[src/rtl/pattern_gen.sv]
// Serial pattern transmitter: shifts a PAT_W-bit pattern out MSB-first, repeated
// `reps` times with `gap` idle-0 bits between repetitions. Define PGEN_PARITY_EN
// to append an even-parity bit after each repetition.
module pattern_gen #(
  parameter int             PAT_W   = 4,
  parameter logic [PAT_W-1:0] PAT_RST = 4'b1101,
  parameter int             CNT_W   = 8
) (
  input  logic             clk,
  input  logic             rst,
  input  logic             start,
  input  logic             use_def,
  input  logic [PAT_W-1:0] pat_in,
  input  logic [CNT_W-1:0] reps,
  input  logic [3:0]       gap,
  output logic             o,
  output logic             busy,
  output logic             done
);

  localparam int IDX_W = (PAT_W > 1) ? $clog2(PAT_W) : 1;

`ifdef PGEN_PARITY_EN
  typedef enum logic [2:0] {IDLE, SEND, GAP, DONE, PARITY} state_t;
`else
  typedef enum logic [2:0] {IDLE, SEND, GAP, DONE} state_t;
`endif

  state_t           state, state_n;
  logic [PAT_W-1:0] shreg, shreg_n;
  logic [PAT_W-1:0] pat_reg, pat_n;
  logic [PAT_W-1:0] pat_sel;
  logic [IDX_W-1:0] bit_idx, bit_idx_n;
  logic [CNT_W-1:0] rep_cnt, rep_n;
  logic [3:0]       gap_reg, gap_reg_n;
  logic [3:0]       gap_cnt, gap_cnt_n;
  logic             o_n, busy_n, done_n;
  logic             rep_end, rem_zero;

  always_ff @(posedge clk) begin
    if (rst) begin
      state   <= IDLE;
      shreg   <= '0;
      pat_reg <= '0;
      bit_idx <= '0;
      rep_cnt <= '0;
      gap_reg <= '0;
      gap_cnt <= '0;
      o       <= 1'b0;
      busy    <= 1'b0;
      done    <= 1'b0;
    end else begin
      state   <= state_n;
      shreg   <= shreg_n;
      pat_reg <= pat_n;
      bit_idx <= bit_idx_n;
      rep_cnt <= rep_n;
      gap_reg <= gap_reg_n;
      gap_cnt <= gap_cnt_n;
      o       <= o_n;
      busy    <= busy_n;
      done    <= done_n;
    end
  end

  always_comb begin
    state_n   = state;
    shreg_n   = shreg;
    pat_n     = pat_reg;
    bit_idx_n = bit_idx;
    rep_n     = rep_cnt;
    gap_reg_n = gap_reg;
    gap_cnt_n = gap_cnt;
    o_n       = 1'b0;
    busy_n    = 1'b0;
    done_n    = 1'b0;
    rep_end   = 1'b0;
    rem_zero  = 1'b0;
    pat_sel   = use_def ? PAT_RST : pat_in;

    unique case (state)
      IDLE: begin
        if (start) begin
          if (reps == '0) begin
            state_n = DONE;
            done_n  = 1'b1;
          end else begin
            state_n   = SEND;
            pat_n     = pat_sel;
            shreg_n   = {pat_sel[PAT_W-2:0], 1'b0};
            o_n       = pat_sel[PAT_W-1];
            bit_idx_n = IDX_W'(PAT_W - 1);
            rep_n     = reps;
            gap_reg_n = gap;
            busy_n    = 1'b1;
          end
        end
      end
      SEND: begin
        busy_n = 1'b1;
        if (bit_idx != '0) begin
          o_n       = shreg[PAT_W-1];
          shreg_n   = {shreg[PAT_W-2:0], 1'b0};
          bit_idx_n = bit_idx - IDX_W'(1);
        end else begin
          rep_n = rep_cnt - CNT_W'(1);
`ifdef PGEN_PARITY_EN
          state_n = PARITY;
          o_n     = ^pat_reg;
`else
          rep_end  = 1'b1;
          rem_zero = (rep_cnt == CNT_W'(1));
`endif
        end
      end
`ifdef PGEN_PARITY_EN
      // Reps counter was already decremented on bit 0, so test it for zero here.
      PARITY: begin
        busy_n   = 1'b1;
        rep_end  = 1'b1;
        rem_zero = (rep_cnt == '0);
      end
`endif
      GAP: begin
        busy_n = 1'b1;
        if (gap_cnt == '0) begin
          state_n   = SEND;
          shreg_n   = {pat_reg[PAT_W-2:0], 1'b0};
          o_n       = pat_reg[PAT_W-1];
          bit_idx_n = IDX_W'(PAT_W - 1);
        end else begin
          gap_cnt_n = gap_cnt - 4'd1;
        end
      end
      DONE: state_n = IDLE;
      default: state_n = IDLE;
    endcase

    // End of one repetition: finish, reload back-to-back, or insert the gap.
    if (rep_end) begin
      if (rem_zero) begin
        state_n = DONE;
        done_n  = 1'b1;
        busy_n  = 1'b0;
        o_n     = 1'b0;
      end else if (gap_reg == '0) begin
        state_n   = SEND;
        shreg_n   = {pat_reg[PAT_W-2:0], 1'b0};
        o_n       = pat_reg[PAT_W-1];
        bit_idx_n = IDX_W'(PAT_W - 1);
        busy_n    = 1'b1;
      end else begin
        state_n   = GAP;
        gap_cnt_n = gap_reg - 4'd1;
        o_n       = 1'b0;
        busy_n    = 1'b1;
      end
    end
  end

endmodule

[config.mk]
export PLATFORM = sky130hd
export DESIGN_NAME = pattern_gen
export DESIGN_NICKNAME = d
export VERILOG_FILES = /design/src/rtl/pattern_gen.sv
export SDC_FILE = /design/constraint.sdc
export NUM_CORES = 1
export LEC_CHECK = 0
export BUFFER_PORTS_ARGS = -buffer_cell sky130_fd_sc_hd__buf_2
export CAP_MARGIN = 0
export CORE_ASPECT_RATIO = 0.7
export CORE_MARGIN = 2
export CORE_UTILIZATION = 59
export CTS_BUF_LIST = sky130_fd_sc_hd__clkbuf_4
export CTS_CLUSTER_SIZE = 24
export DETAILED_ROUTE_END_ITERATION = 10
export PLACE_DENSITY = 0.89
export SKIP_LAST_GASP = 1
export SLEW_MARGIN = 20
export SYNTH_ARGS = -nofsm -noshare
export SYNTH_HDL_FRONTEND = slang
export SYNTH_SLANG_ARGS = --single-unit
[constraint.sdc]
create_clock -name clk -period 2.5 [get_ports clk]
set_clock_uncertainty 0.1 [all_clocks]
set_input_delay 0.125 -clock clk [delete_from_list [all_inputs] [get_ports clk]]
set_output_delay 0.125 -clock clk [all_outputs]
set_load 0.05 [all_outputs]
==> impl_metrics.prom <==
# TYPE chip_impl_metric gauge
chip_impl_metric{name="cts_max_level",unit=""} 2
chip_impl_metric{name="power_leakage",unit="nW"} 0.867
chip_impl_metric{name="grt_max_degree",unit=""} 29
chip_impl_metric{name="synthesis.instances",unit=""} 214
chip_impl_metric{name="final_worst_path_period_share",unit="%"} 93.8
chip_impl_info{name="tritoncts",value="done"} 1
chip_impl_metric{name="placementRows",unit=""} 17
chip_impl_info{name="run_status",value="complete, no violations"} 1
chip_impl_metric{name="synth-compound-area-share",unit="%"} 30.0
chip_impl_metric{name="hold-worst-slack",unit="ns"} 0.0166
chip_impl_metric{name="power-per-cell-area",unit="nW/µm²"} 1060
chip_impl_info{name="end_kind",value="flip-flop"} 1
chip_impl_metric{name="yosys.area_share.adder",unit="%"} 5.38
chip_impl_metric{name="timing.max_slew.rel_slack",unit="%"} 46.3
chip_impl_metric{name="insertedDiodeCount",unit=""} 0
chip_impl_metric{name="critPathBufInv",unit=""} 1
chip_impl_info{name="synth_commonest_cells",value="dfxtp_1 (31), nor2_1 (22), inv_1 (13)"} 1
chip_impl_metric{name="clock_sinks",unit=""} 31
chip_impl_metric{name="proportion_of_synthesized_area_in_mux_cells",unit="%"} 4.37
chip_impl_metric{name="clk_path_buf_depth",unit=""} 2
chip_impl_metric{name="num_io_pins",unit=""} 23
chip_impl_metric{name="cts_hold_buf",unit=""} 4
chip_impl_metric{name="largest_register_ffs",unit=""} 8
chip_impl_info{name="root_buffer",value="clkbuf_4"} 1
chip_impl_info{name="timing.critical_path.cells",value="inv_1 > ha_1 > nor4bb_1 > nand2b_1 > a21oi_1 > a221o_2"} 1
chip_impl_info{name="synth_flop_cell",value="dfxtp_1"} 1
chip_impl_metric{name="final.min_clock_period",unit="ns"} 2.35
chip_impl_info{name="worst-setup-path-type",value="flip-flop to flip-flop"} 1
chip_impl_metric{name="post_route_cells_drive_above_1_share",unit="%"} 22.1
chip_impl_metric{name="critPathRequiredTime",unit="ns"} 2.70
chip_impl_metric{name="syn-mean-instance-area",unit="µm²"} 8.70
chip_impl_info{name="min-delay-path-class",value="primary input to flip-flop"} 1
chip_impl_metric{name="share_of_async_settable_or_async_resettable_flops_after_synthesis",unit="%"} 0
chip_impl_metric{name="max_slew.worst_pin.slew",unit="ns"} 0.795
chip_impl_metric{name="die-area",unit="µm²"} 3630
chip_impl_metric{name="grt_antenna_before_repair",unit=""} 0
chip_impl_metric{name="timing.max_cap.violations",unit=""} 0
chip_impl_metric{name="crit_arrival",unit="ns"} 2.54
chip_impl_info{name="rsz0062_at_grt",value="false"} 1
chip_impl_info{name="worstSetupStartpointType",value="flip-flop"} 1
chip_impl_metric{name="final-hold-violation-count",unit=""} 0
chip_impl_metric{name="initial_utilization",unit="%"} 60.4
chip_impl_metric{name="final-max-slew-violation-count",unit=""} 0
chip_impl_metric{name="clkLatencyLatePin",unit="ns"} 0.34
chip_impl_metric{name="mappedNetlistNets",unit=""} 242
chip_impl_info{name="synth_area_leaders",value="dfxtp_1 (33%), ha_1 (5.4%), a211oi_1 (4.4%), nor2_1 (4.4%), mux2i_1 (3.8%)"} 1
chip_impl_metric{name="totalNegativeSetupSlack",unit="ns"} 0
chip_impl_metric{name="detail-route-antenna-nets",unit=""} 0
chip_impl_info{name="yosys.area.top_type",value="dfxtp_1"} 1
chip_impl_metric{name="design.final.nets",unit=""} 271
chip_impl_metric{name="chipWidth",unit="µm"} 71.1
chip_impl_metric{name="detailedRoute.firstPassIterationCount",unit=""} 7
chip_impl_metric{name="routed_wire_length_per_instance",unit="µm"} 16.6
chip_impl_metric{name="num_vias",unit=""} 1844
chip_impl_metric{name="worst_ir_drop_vdd",unit="V"} 0.000460
chip_impl_metric{name="finalSetupViolations",unit=""} 0
chip_impl_metric{name="avgViaCountPerCell",unit=""} 6.54
chip_impl_metric{name="grt_pass1_wl",unit="µm"} 7460
chip_impl_metric{name="numCtsBuffers",unit=""} 5
chip_impl_info{name="main_combinational_cell_family_by_area_after_synthesis",value="compound AO/OA/AOI/OAI gates"} 1
chip_impl_metric{name="xor_xnor_portion_of_the_synthesized_cell_area",unit="%"} 0.941
chip_impl_metric{name="drt_drc_violations_left",unit=""} 0
chip_impl_info{name="regMostFlops",value="rep_cnt"} 1
chip_impl_metric{name="numPortBuffers",unit=""} 22
chip_impl_metric{name="synth-seq-area-share",unit="%"} 33.3
chip_impl_metric{name="detailed_place_hpwl",unit="µm"} 3320
chip_impl_metric{name="placer_congestion",unit=""} 0.972
chip_impl_info{name="timing.critical_path.slowest_stage_cell",value="nor4bb_1"} 1
chip_impl_metric{name="layout-area-overhead-vs-synth",unit="%"} 13.4
chip_impl_metric{name="synth-warning-count",unit=""} 0
chip_impl_metric{name="die_h",unit="µm"} 51
chip_impl_metric{name="gr-total-overflow",unit=""} 0
chip_impl_metric{name="yosys.area_share.simple",unit="%"} 20.7
chip_impl_metric{name="ys_seq_elements",unit=""} 31
chip_impl_metric{name="post_cts_resized",unit=""} 0
chip_impl_metric{name="coreArea",unit="µm²"} 3080
chip_impl_metric{name="track_usage",unit="%"} 26.8
chip_impl_metric{name="post-synth-top-area-fraction",unit="%"} 33.3
chip_impl_metric{name="clkSlewWorstSetupHoldPaths",unit="ns"} 0.10
chip_impl_info{name="cp_top_family",value="simple AND/OR/NAND/NOR gates"} 1
chip_impl_metric{name="synth_edf_count",unit=""} 0
chip_impl_metric{name="ys_types",unit=""} 59
chip_impl_metric{name="cp_slowest_stage_delay",unit="ns"} 0.69
chip_impl_info{name="yosysMostFrequentCell",value="dfxtp_1"} 1
chip_impl_metric{name="timing.critical_path.fanout_max",unit=""} 9
chip_impl_metric{name="first_global_vias",unit=""} 1612
chip_impl_metric{name="total_power",unit="mW"} 2.24
chip_impl_metric{name="drt_initial_violations",unit=""} 284
chip_impl_metric{name="cts_setup_buffers",unit=""} 0
chip_impl_metric{name="detail_route.wirelength",unit="µm"} 4690
chip_impl_metric{name="syn-cell-area",unit="µm²"} 1860
chip_impl_metric{name="achievable-frequency",unit="GHz"} 0.426
-- cell usage in the layout, fill, tap and decap left out, drive strengths merged, types with 3 or more instances in the layout --
cell type / n
a211oi: 11
a21oi: 10
a221o: 3
a31oi: 3
and2: 4
buf: 28
clkbuf: 6
clkinv: 3
dfxtp: 31
dlygate4sd3: 4
ha: 8
inv: 13
mux2i: 7
nand2: 9
nor2: 22
nor2b: 5
nor3: 4
nor3b: 3
nor4: 4
o211a: 4
o211ai: 3
o21a: 3
o21ai: 9
o311ai: 5
o31ai: 6
-- through the flow --
stage,instances,setup slack (ns),area [µm²],util [%]
after floorplan,214,0.501,1860,-
final,282,0.155,2110,68.5
after detailed placement,270,0.313,2020,65.5
after global placement,270,0.395,2020,65.5
after global routing,282,0.108,2110,68.5
after CTS,282,0.285,2110,68.5
-- cell type report --
cell class | count | area, µm²
flip-flops and latches | 31 | 621
clock inverters | 2 | 7.51
clock buffers | 6 | 45.0
multi-input cells | 159 | 1140
fillers | 243 | 972
well taps | 38 | 47.5
inverters | 14 | 52.6
repair buffers | 32 | 195
-- worst paths after layout --
check / start / end / slack (ns) / cells after the start
max: state[0]$_SDFFE_PP0P_ / shreg[2]$_SDFF_PP0_ / 0.15 / 6
min: pat_in[3] / pat_reg[3]$_SDFFE_PP0N_ / 0.02 / 4
max reg2reg: state[0]$_SDFFE_PP0P_ / shreg[2]$_SDFF_PP0_ / 0.15 / 6
min reg2reg: pat_reg[3]$_SDFFE_PP0N_ / o$_SDFF_PP0_ / 0.39 / 2
-- tightest hold or removal path, cell delays in order --
cell and delay [ns]:
buf_2 0.07, or2_2 0.10, mux2i_1 0.06, nor2_1 0.07
-- power by group --
part	total (mW)	switching (mW)	internal [mW]
clock network	0.293	0.178	0.115
logic	1.17	0.705	0.463
registers	0.782	0.143	0.639
total	2.24	1.03	1.22
-- logic make-up (layout without fill, tap and decap cells) --
group	Yosys count	count (layout)
flip-flops	31	31
AO/OA/AOI/OAI	73	73
multiplexers	8	8
AND/OR/NAND/NOR	68	68
adder cells (fa/ha/maj)	8	8
buffers and inverters	24	54
XOR/XNOR	2	2
-- per-layer routing --
layer / wire [µm] / GRT usage (%)
met1: 2130 / 35.7
met2: 1970 / 39.0
met3: 489 / 10.8
met4: 95 / 9.75
met5: 0 / 0
No activity file was read; power rests on OpenSTA's default activity.
